### config.mk
export PLATFORM = sky130hd
export DESIGN_NAME = dft12_twiddle_sequencer
export DESIGN_NICKNAME = d
export VERILOG_FILES = /design/src/rtl/dft12_twiddle_sequencer.sv
export SDC_FILE = /design/constraint.sdc
export NUM_CORES = 1
export LEC_CHECK = 0
export ABC_AREA = 1
export CAP_MARGIN = 10
export CORE_MARGIN = 8
export CORE_UTILIZATION = 45
export CTS_BUF_LIST = sky130_fd_sc_hd__clkbuf_8
export DETAILED_ROUTE_END_ITERATION = 6
export GPL_ROUTABILITY_DRIVEN = 0
export GPL_TIMING_DRIVEN = 0
export PLACE_DENSITY_LB_ADDON = 0.15
export SLEW_MARGIN = 20
export SYNTH_ARGS = -nofsm -noshare
export SYNTH_HDL_FRONTEND = slang
export SYNTH_SLANG_ARGS = --single-unit
### constraint.sdc
create_clock -name clk -period 11.2 [get_ports clk]
set_clock_uncertainty 0.05 [all_clocks]
set_input_delay 2.24 -clock clk [delete_from_list [all_inputs] [get_ports clk]]
set_output_delay 2.24 -clock clk [all_outputs]
set_load 0.02 [all_outputs]
### src/rtl/dft12_twiddle_sequencer.sv
// rtl/dft12_twiddle_sequencer.sv - twiddle ROM address sequencer for the 4x3 DFT12
// Walks i = 0..11 per symbol and addresses W12^(k1*n2) (or its conjugate), with optional ROM register alignment.
module dft12_twiddle_sequencer #(
  parameter int TW_FF = 0,
  parameter int SYM_W = 8
) (
  input  logic             clk,
  input  logic             rst_n,
  input  logic             start,
  input  logic             inv,
  input  logic [SYM_W-1:0] num_sym,
  output logic             busy,
  output logic             done,
  output logic             err_start,
  output logic [10:0]      tw_addr,
  output logic             out_valid,
  input  logic             out_ready,
  output logic [3:0]       out_idx,
  output logic             out_last,
  output logic             out_job_last
);

  typedef enum logic [1:0] {IDLE, RUN, DONE} state_t;

  state_t           state_q, state_d;
  logic             inv_q, inv_d;
  logic [SYM_W-1:0] nsym_q, nsym_d;
  logic [3:0]       i0_q, i0_d;
  logic [SYM_W-1:0] s0_q, s0_d;
  logic             issued_q, issued_d;
  logic             v1_q, v1_d;
  logic [3:0]       a1_q, a1_d;
  logic [3:0]       idx1_q, idx1_d;
  logic             last1_q, last1_d;
  logic             jlast1_q, jlast1_d;

  logic       v0, adv, take, i0_last, s0_last;
  logic [3:0] a0;

  function automatic logic [3:0] tw_entry(input logic [3:0] i, input logic conj);
    logic [3:0] k1, n2, e;
    k1 = i / 4'd3;
    n2 = i % 4'd3;
    e  = k1 * n2;
    return (conj && e != 4'd0) ? 4'd12 - e : e;
  endfunction

  always_comb begin
    state_d  = state_q;
    inv_d    = inv_q;
    nsym_d   = nsym_q;
    i0_d     = i0_q;
    s0_d     = s0_q;
    issued_d = issued_q;
    v1_d     = v1_q;
    a1_d     = a1_q;
    idx1_d   = idx1_q;
    last1_d  = last1_q;
    jlast1_d = jlast1_q;

    busy      = (state_q != IDLE);
    done      = (state_q == DONE);
    err_start = start && busy;

    v0      = (state_q == RUN) && !issued_q;
    a0      = tw_entry(i0_q, inv_q);
    i0_last = (i0_q == 4'd11);
    s0_last = (s0_q == nsym_q - 1'b1);

    // Stall re-addresses the held entry so a registered ROM keeps its data stable.
    if (TW_FF == 0) begin
      adv          = out_ready;
      out_valid    = v0;
      out_idx      = v0 ? i0_q : 4'd0;
      out_last     = v0 && i0_last;
      out_job_last = v0 && i0_last && s0_last;
      tw_addr      = {7'd0, v0 ? a0 : 4'd0};
    end else begin
      adv          = !v1_q || out_ready;
      out_valid    = v1_q;
      out_idx      = idx1_q;
      out_last     = last1_q;
      out_job_last = jlast1_q;
      tw_addr      = {7'd0, adv ? (v0 ? a0 : 4'd0) : a1_q};
    end

    take = v0 && adv;
    if (take) begin
      if (i0_last) begin
        i0_d = 4'd0;
        if (s0_last) issued_d = 1'b1;
        else         s0_d     = s0_q + 1'b1;
      end else begin
        i0_d = i0_q + 4'd1;
      end
    end

    if (TW_FF != 0 && adv) begin
      v1_d     = v0;
      a1_d     = v0 ? a0 : 4'd0;
      idx1_d   = v0 ? i0_q : 4'd0;
      last1_d  = v0 && i0_last;
      jlast1_d = v0 && i0_last && s0_last;
    end

    case (state_q)
      IDLE: if (start) begin
        inv_d    = inv;
        nsym_d   = num_sym;
        i0_d     = 4'd0;
        s0_d     = '0;
        issued_d = 1'b0;
        v1_d     = 1'b0;
        state_d  = (num_sym == '0) ? DONE : RUN;
      end
      RUN:     if (out_valid && out_ready && out_job_last) state_d = DONE;
      DONE:    state_d = IDLE;
      default: state_d = IDLE;
    endcase
  end

  always_ff @(posedge clk or negedge rst_n) begin
    if (!rst_n) begin
      state_q  <= IDLE;
      inv_q    <= 1'b0;
      nsym_q   <= '0;
      i0_q     <= 4'd0;
      s0_q     <= '0;
      issued_q <= 1'b0;
      v1_q     <= 1'b0;
      a1_q     <= 4'd0;
      idx1_q   <= 4'd0;
      last1_q  <= 1'b0;
      jlast1_q <= 1'b0;
    end else begin
      state_q  <= state_d;
      inv_q    <= inv_d;
      nsym_q   <= nsym_d;
      i0_q     <= i0_d;
      s0_q     <= s0_d;
      issued_q <= issued_d;
      v1_q     <= v1_d;
      a1_q     <= a1_d;
      idx1_q   <= idx1_d;
      last1_q  <= last1_d;
      jlast1_q <= jlast1_d;
    end
  end

endmodule

==> results_dict.tcl, run 1 <==
set metrics [dict create \
    vias 2011 \
    initialDrtViolationCount 65 \
    detailroute.wirelength.met2_mm 2.09 \
    nets 384 \
    synth_flop_cell "dfrtp_1" \
    hold_viol 0 \
    grt_start_max_net_pins 25 \
    async_reset_ff_share_pct 100 \
    critPathTopFamily "adder cells" \
    startpoint "i0_q[3]" \
    wl_met3_um 216 \
    min_period_ps 7330 \
    worstMarginPinSlew_ps 537 \
    power_density_mw_per_mm2 254 \
    synth_top_family_by_area "simple AND/OR/NAND/NOR gates" \
    leakage_nw 1.32 \
    setup_viol 0 \
    outcome "finished clean" \
    drt-pass1-iter-count 4 \
    maxCapViolations 0 \
    grt_pass1_vias 2009 \
    cts_tree "yes" \
    path_common_cell "inv_1" \
    drive_gt1_share_pct 12.3 \
    endpoint_kind "output pin" \
    syn_area_mm2 0.00221 \
    io_buffers 26 \
    start_util_pct 46.9 \
    synth_top_area_share_pct 27.1 \
    max_freq_mhz 136 \
    coreArea_mm2 0.00472 \
    synth_common_cells "nand2_1 (67), inv_1 (54), nor2_1 (42)" \
    dp_hpwl_mm 3.93 \
    place_ws_ps 4150 \
    hp-class "reg -> reg" \
    synth.area.mux_share_pct 0 \
    grt_pass1_wl_mm 8.66 \
    syn2layout_area_growth_pct 19.5 \
    htree_levels 1 \
    synth-compound-area-share_pct 8.81 \
    min_from "nsym_q[5]" \
    synth_cell_types 36 \
    clk_latency_ps 270 \
    yosys.area_share.xor_xnor_pct 5.93 \
    final_cells 424 \
    drcViolationCount 0 \
    synth_edf_count 0 \
    fp.dieH_um 86.2 \
    post-place-cells 420 \
    synth-adder-area-share_pct 7.34 \
    rows 25 \
    avgRoutedWirePerCell_um 11.3 \
    clockBufferDepth 2 \
    routed_wl_mm 4.78 \
    ir_drop_mv 0.139 \
    cp_slowest_cell "clkdlybuf4s50_1" \
    slew_headroom_pct 64.2 \
    grt_usage_pct 13.7 \
    rsz0062_at_grt "false" \
    fp.dieW_um 86.2 \
    antenna_found_initial 0 \
    synthTopCellsByArea "dfrtp_1 (27%), nand2_1 (11%), inv_1 (9.2%), ha_1 (7.3%), nor2_1 (7.1%)" \
    cts_sinks 24 \
    yosys_warnings 0 \
    vias_per_cell 4.74 \
    ios 34 \
    postCtsSetupRepairBufs 0 \
    clkTransAtPathRegs_ps 90 \
    finalCritPeriodShare_pct 65.4 \
    synth_top_cell_by_area "dfrtp_1" \
    ys_seq_area_share_pct 27.1 \
    synth_most_common_cell "nand2_1" \
    timing.final.ws_setup_ps 3870 \
    r2r-start "nsym_q[0]" \
    syn_inst 321 \
    syn_avg_cell_area_um2 6.90 \
    yosys.area_share.simple_pct 38.4 \
    cts_hold_buf 0 \
    cts_made_buffers 3 \
    slew_viol_final 0 \
    power_mw 0.672 \
    required_ps 8910 \
    cts_resized 0 \
    worst_setup_path_start_kind "register" \
    tns_ps 0 \
    highest_layer "met4" \
    dieArea_mm2 0.00742 \
    max_stage_delay_ps 620 \
    antenna_left 0 \
    cts-root-buf "clkbuf_8" \
    diodes 0 \
    grt-ovfl-total 0 \
    ys_seq_elements 24 \
    cp.buffers_inverters 9 \
    crit_arrival_ps 5040 \
    crit_path_max_fanout 5 \
    wl_met1_mm 2.43 \
    worstSetupPathType "reg -> out" \
]
[cell families after synthesis]
kind of cell,Yosys count
simple gates,168
buf+inv,65
compound gates,35
flops,24
xor+xnor,15
fa+ha+maj,13
other cells,1
[layout by cell type, fill, tap and decap left out, types with 3 or more instances in the layout]
| master | instances |
|---|---|
| nor2_4 | 3 |
| or2_2 | 3 |
| inv_1 | 54 |
| ha_1 | 13 |
| buf_4 | 7 |
| xor2_1 | 10 |
| nand2_4 | 3 |
| o21ai_0 | 17 |
| clkbuf_8 | 3 |
| nor2_1 | 42 |
| nand4_1 | 5 |
| nand2_1 | 67 |
| nor3_1 | 5 |
| dfrtp_1 | 24 |
| nand3_1 | 18 |
| conb_1 | 7 |
| xnor2_1 | 5 |
| clkdlybuf4s50_1 | 25 |
| a21oi_1 | 11 |
| nand2_2 | 9 |
[metal layers]
layer	vias to the layer above	track usage, %
li1	1075	-
met2	36	22.7
met3	5	2.29
met5	-	0
met1	895	18.0
met4	0	3.18
[final cells by class]
| class | instances | area [um2] |
|---|---|---|
| inverter | 56 | 210 |
| timing repair buffer | 26 | 255 |
| buffer | 9 | 60.1 |
| sequential | 24 | 601 |
| fill | 479 | 2080 |
| tap | 67 | 83.8 |
| multi-input combinational | 238 | 1370 |
| clock buffer | 3 | 41.3 |
| clock inverter | 1 | 30.0 |
[report_power, final]
part	internal (mW)	switching, mW
clock	0.0478	0.0291
combinational	0.178	0.275
sequential	0.112	0.0293
total	0.338	0.334
[worst register-to-register path, cell delays in order (launching register included)]
cell and delay [ps]:
dfrtp_1 380, inv_1 150, ha_1 210, nand2_1 70, nor2_2 170, nand2_2 90
xor2_1 160, nand2_1 70, nand4_1 100, nor2_2 140, nand4_4 170, nand2_1 160
inv_1 70, nor2_1 80, nor2_1 50
[registers in the layout, indices dropped and copies added (netlist names)]
signal	cells
inv_q	1
s0_q	8
state_q	2
nsym_q	8
i0_q	4
issued_q	1
[stage by stage]
step	instance area [um2]	util, %	hold WS, ps
2_1_floorplan	2240	-	434
3_3_place_gp	2580	54.6	469
3_5_place_dp	2580	54.6	468
4_1_cts	2650	56.2	489
5_1_grt	2650	56.1	535
6_report	2650	56.1	495
[final timing paths]
path                         endpoint  slack, ps  cells after the start
setup / recovery           tw_addr[1]       3870                     33
hold / removal              nsym_q[5]        490                      2
setup reg to reg              s0_q[1]       8960                     14
hold reg to reg             nsym_q[5]        490                      2
max in group asynchronous     i0_q[1]       8840                      1
min in group asynchronous     s0_q[3]       1880                      1
Note: power is estimated with default switching activity, not from simulation.
==> inputs of run 2 (changes only) <==
Clock period 11.2 ns to 6.2 ns, I/O delays scaled along.
==> run 2 against run 1 <==
Effect of this change: die area unchanged; combinational power grew 85%; cell count grew 0.94%; first-iteration DRC count increased by 11%; sequential share of layout area decreased by 0.22 points; total power rose by 83%; cell area rose by 1.4%; clock-buffer cell count unchanged; global-route usage is the same; largest cell class unchanged; largest power group unchanged.
==> results_dict.tcl, run 2 (synthesis gave the netlist of run 1 again) <==
set metrics [dict create \
    cts_tree "yes" \
    final_common_cell "nand2_1" \
    rows 25 \
    final_cell_mix "nand2_1 (65), inv_1 (53), nor2_1 (42), dfrtp_1 (22), clkdlybuf4s50_1 (22)" \
    max_stage_delay_ps 450 \
    final_core_util_pct 56.8 \
    grt_usage_pct 13.7 \
    final_cells 428 \
    place_ws_ps 149 \
    post-place-cells 420 \
    dieArea_mm2 0.00742 \
    io_buffers 26 \
    drcViolationCount 0 \
    grt_pass1_vias 2009 \
    fp.dieW_um 86.2 \
    ir_drop_mv 0.250 \
    num-fill-cells 475 \
    placed_cell_area_mm2 0.00258 \
    tns_ps 0 \
    vias 2046 \
    htree_levels 1 \
    antenna_found_initial 0 \
    drt-pass1-iter-count 4 \
    reg.largest.list "nsym_q (8), s0_q (8), i0_q (4)" \
    clk_latency_ps 270 \
    start_util_pct 46.9 \
    grt_start_max_net_pins 25 \
    syn2layout_area_growth_pct 21.2 \
    timing.final.ws_setup_ps 415 \
    grt-ovfl-total 0 \
    coreArea_mm2 0.00472 \
    grt_pass1_wl_mm 8.66 \
    max_freq_mhz 173 \
    clockBufferDepth 2 \
    crit_arrival_ps 4490 \
    finalCritPeriodShare_pct 93.3 \
    routed_wl_mm 4.88 \
    fp.dieH_um 86.2 \
    maxCapViolations 0 \
    fin_hold_ws_ps 496 \
    worst_setup_path_start_kind "register" \
    outcome "finished clean" \
    crit_path_max_fanout 5 \
    ios 34 \
    clkTransAtPathRegs_ps 90 \
    leakage_nw 1.35 \
    antenna_left 0 \
    vias_per_cell 4.78 \
    required_ps 4910 \
    hp-class "reg -> reg" \
    worstMarginPinSlew_ps 536 \
    worstSetupPathType "reg -> out" \
    cts_made_buffers 3 \
    min_period_ps 5780 \
    hold_viol 0 \
    initialDrtViolationCount 72 \
    power_mw 1.23 \
    setup_viol 0 \
    drive_gt1_share_pct 15.5 \
    dp_hpwl_mm 3.93 \
    seqCellArea_um2 603 \
    cp_slowest_cell "dfrtp_2" \
    cts_hold_buf 0 \
    slew_headroom_pct 64.2 \
    multi_input_area_mm2 0.00138 \
    diodes 0 \
    endpoint_kind "output pin" \
    cts-root-buf "clkbuf_8" \
    nets 388 \
    path_common_cell "inv_1" \
    power_density_mw_per_mm2 459 \
    design_area_mm2 0.00269 \
    slew_viol_final 0 \
    cts_sinks 24 \
    avgRoutedWirePerCell_um 11.4 \
]
-- run 2: cell types whose count changed in the layout (fill, tap and decap cells not counted), sizes merged --
cell           change
clkdlybuf4s50      -3
buf                +4
clkbuf             +1
dlygate4sd2        +2
-- run 2: final timing paths --
kind,depth (start not counted),slack [ps],start,endpoint
max reg2reg,14,3970,nsym_q[0],s0_q[1]
max,30,420,i0_q[3],tw_addr[2]
min in group asynchronous,1,880,rst_n,s0_q[3]
min,2,500,issued_q,issued_q
min reg2reg,2,500,issued_q,issued_q
max in group asynchronous,1,4830,rst_n,i0_q[2]
-- run 2: power by group --
group | total, mW | switching [mW] | internal (mW) | leakage (nW)
logic | 0.836 | 0.510 | 0.326 | 1.00
registers | 0.257 | 0.0531 | 0.204 | 0.310
clock network | 0.139 | 0.0526 | 0.0864 | 0.0357
total | 1.23 | 0.615 | 0.617 | 1.35
-- run 2: area by class of cell --
type | count | share of cell area [%]
Sequential cell | 24 | 22.5
Timing Repair Buffer | 30 | 10.3
Multi-Input combinational cell | 238 | 51.3
Buffer | 9 | 2.24
Inverter | 56 | 7.92
Clock buffer | 3 | 1.54
Tap cell | 67 | 3.12
Clock inverter | 1 | 1.12
-- run 2: layer usage --
layer  global-route usage [%]  up-vias  part of all wire, %
met4                     3.18        0                 0.74
li1                         -     1082                    -
met5                        0        -                    0
met1                     18.0      923                   50
met2                     22.7       36                   45
met3                     2.29        5                  4.3
-- run 2: timing repair --
item	CTS	global route
resized for setup	3	10
endpoints found under the setup margin	3	3
hold endpoints to repair	0	0
pin swaps	0	1
buffers inserted	0	4
-- run 2: worst max-delay path, delay by kind of cell (launching register included) --
family / cells / cell delay [ps]
AND/OR/NAND/NOR: 12 / 1080
flip-flops: 1 / 450
buffers and inverters: 8 / 760
AO/OA/AOI/OAI: 2 / 280
XOR/XNOR: 2 / 380
adder cells (fa/ha/maj): 6 / 1280
==> inputs of run 3 (changes only) <==
Settings changed: PLACE_DENSITY set to 0.76, PLACE_DENSITY_LB_ADDON 0.15 to not set, SKIP_LAST_GASP set to 1.
==> run 3 against run 2 <==
Effect of this change: combinational power down 3.6%; sequential cell count did not move; die area unchanged; core utilization shrank 1.3 points; global-route usage rose by 0.16 points; critical path depth rose by 1; cell area down 2.3%; first-iteration DRC count rose by 22%; clock-buffer cell count grew 1; fmax decreased by 0.29%; critical path type unchanged; critical endpoint unchanged; largest cell class unchanged; largest power group unchanged.
==> results_dict.tcl, run 3 (synthesis gave the netlist of run 1 again) <==
set metrics [dict create \
    outcome "finished clean" \
    cp.buffers_inverters 8 \
    diodes 0 \
    tns_ps 0 \
    slew_headroom_pct 64.7 \
    nets 385 \
    grt_pass1_wl_mm 8.54 \
    avgRoutedWirePerCell_um 11.3 \
    endpoint_kind "output pin" \
    multi_input_area_mm2 0.00137 \
    crit_path_end "tw_addr[2]" \
    routed_wl_mm 4.81 \
    final_common_cell "nand2_1" \
    fin_hold_ws_ps 496 \
    vias_per_cell 4.80 \
    crit_arrival_ps 4510 \
    slew_viol_final 0 \
    io_buffers 26 \
    clk_latency_ps 260 \
    syn2layout_area_growth_pct 18.5 \
    grt_start_max_net_pins 25 \
    seqCellArea_um2 601 \
    reg2reg_slack_ps 3950 \
    num-fill-cells 478 \
    r2r-start "nsym_q[0]" \
    cts-root-buf "clkbuf_8" \
    setup_viol 0 \
    min_period_ps 5800 \
    worst_setup_path_start_kind "register" \
    finalCritPeriodShare_pct 93.6 \
    grt-ovfl-total 0 \
    final_cells 425 \
    cts_tree "yes" \
    dieArea_mm2 0.00742 \
    fp.dieW_um 86.2 \
    path_depth 31 \
    clkTransAtPathRegs_ps 80 \
    regToRegEndpoint "s0_q[1]" \
    post-place-cells 420 \
    startpoint "i0_q[3]" \
    vias 2038 \
    reg2reg_depth 14 \
    initialDrtViolationCount 88 \
    grt_pass1_vias 2010 \
    maxCapViolations 0 \
    leakage_nw 1.32 \
    max_freq_mhz 172 \
    dp_hpwl_mm 4.05 \
    reg.largest.list "nsym_q (8), s0_q (8), i0_q (4)" \
    ios 34 \
    grt_usage_pct 13.9 \
    timing.final.ws_setup_ps 399 \
    drive_gt1_share_pct 13.7 \
    start_util_pct 46.9 \
    drcViolationCount 0 \
    critPathTopFamily "adder cells" \
    power_density_mw_per_mm2 446 \
    antenna_found_initial 0 \
    rows 25 \
    power_mw 1.17 \
    max_stage_delay_ps 440 \
    ir_drop_mv 0.224 \
    required_ps 4910 \
    cts_sinks 24 \
    path_common_cell "ha_1" \
    crit_path_max_fanout 5 \
    worstSetupPathType "reg -> out" \
    clockBufferDepth 2 \
    drt-pass1-iter-count 4 \
    cts_made_buffers 3 \
    coreArea_mm2 0.00472 \
    antenna_left 0 \
    fp.dieH_um 86.2 \
    place_ws_ps 142 \
    final_cell_mix "nand2_1 (67), inv_1 (53), nor2_1 (42), dfrtp_1 (24), clkdlybuf4s50_1 (22)" \
    cp_slowest_cell "dfrtp_1" \
    hp-class "reg -> reg" \
    hold_viol 0 \
    worstMarginPinSlew_ps 530 \
    htree_levels 1 \
]
==> run 3: cell types whose count changed in the layout (fill, tap and decap cells not counted), sizes merged <==
cell	previous run	this run
buf	12	9
clkbuf	6	9
dlygate4sd2	2	0
bufinv	1	0
==> run 3: final cells by class <==
class	count	area share, %
Buffer	9	2.29
Clock buffer	4	2.10
Inverter	56	8.01
Multi-Input combinational cell	238	52.1
Sequential cell	24	22.9
Tap cell	67	3.20
Timing Repair Buffer	27	9.44
==> run 3: how the worst min path moves through the flow <==
stage | slack, ps | from | endpoint | depth (start not counted)
after floorplan | 430 | nsym_q[5] | nsym_q[5] | 2
after global placement | 480 | issued_q | issued_q | 2
after detailed placement | 480 | issued_q | issued_q | 2
after CTS | 500 | issued_q | issued_q | 2
after global routing | 540 | issued_q | issued_q | 2
final | 500 | issued_q | issued_q | 2
==> run 3: stage by stage <==
stage               area (um2)  util (%)
global placement          2580      54.6
detailed placement        2580      54.6
global route              2620      55.5
floorplan                 2240         -
finish                    2620      55.5
CTS                       2630      55.7
==> run 3: worst min-delay path, cell delays in order (launching register included) <==
cell     delay (ps)
dfrtp_1         370
inv_1            80
a21oi_1          60
==> run 3: timing repair <==
item / 4_1_cts / 5_1_grt
pin swaps: 0 / 1
setup endpoints to repair: 3 / 3
resized for setup: 3 / 7
hold buffers: 0 / 0
buffers inserted: 0 / 1
==> run 3: power breakdown <==
part | internal, mW | leakage [nW] | switching (mW)
logic | 0.309 | 0.982 | 0.497
registers | 0.203 | 0.313 | 0.0559
clock network | 0.0567 | 0.0288 | 0.0477
total | 0.569 | 1.32 | 0.601
==> run 3: metal layers <==
| layer | wire [um] | global-route usage [%] |
|---|---|---|
| met5 | 0 | 0 |
| met2 | 2160 | 23.3 |
| met1 | 2360 | 17.5 |
| met3 | 207 | 2.01 |
| met4 | 80 | 5.25 |
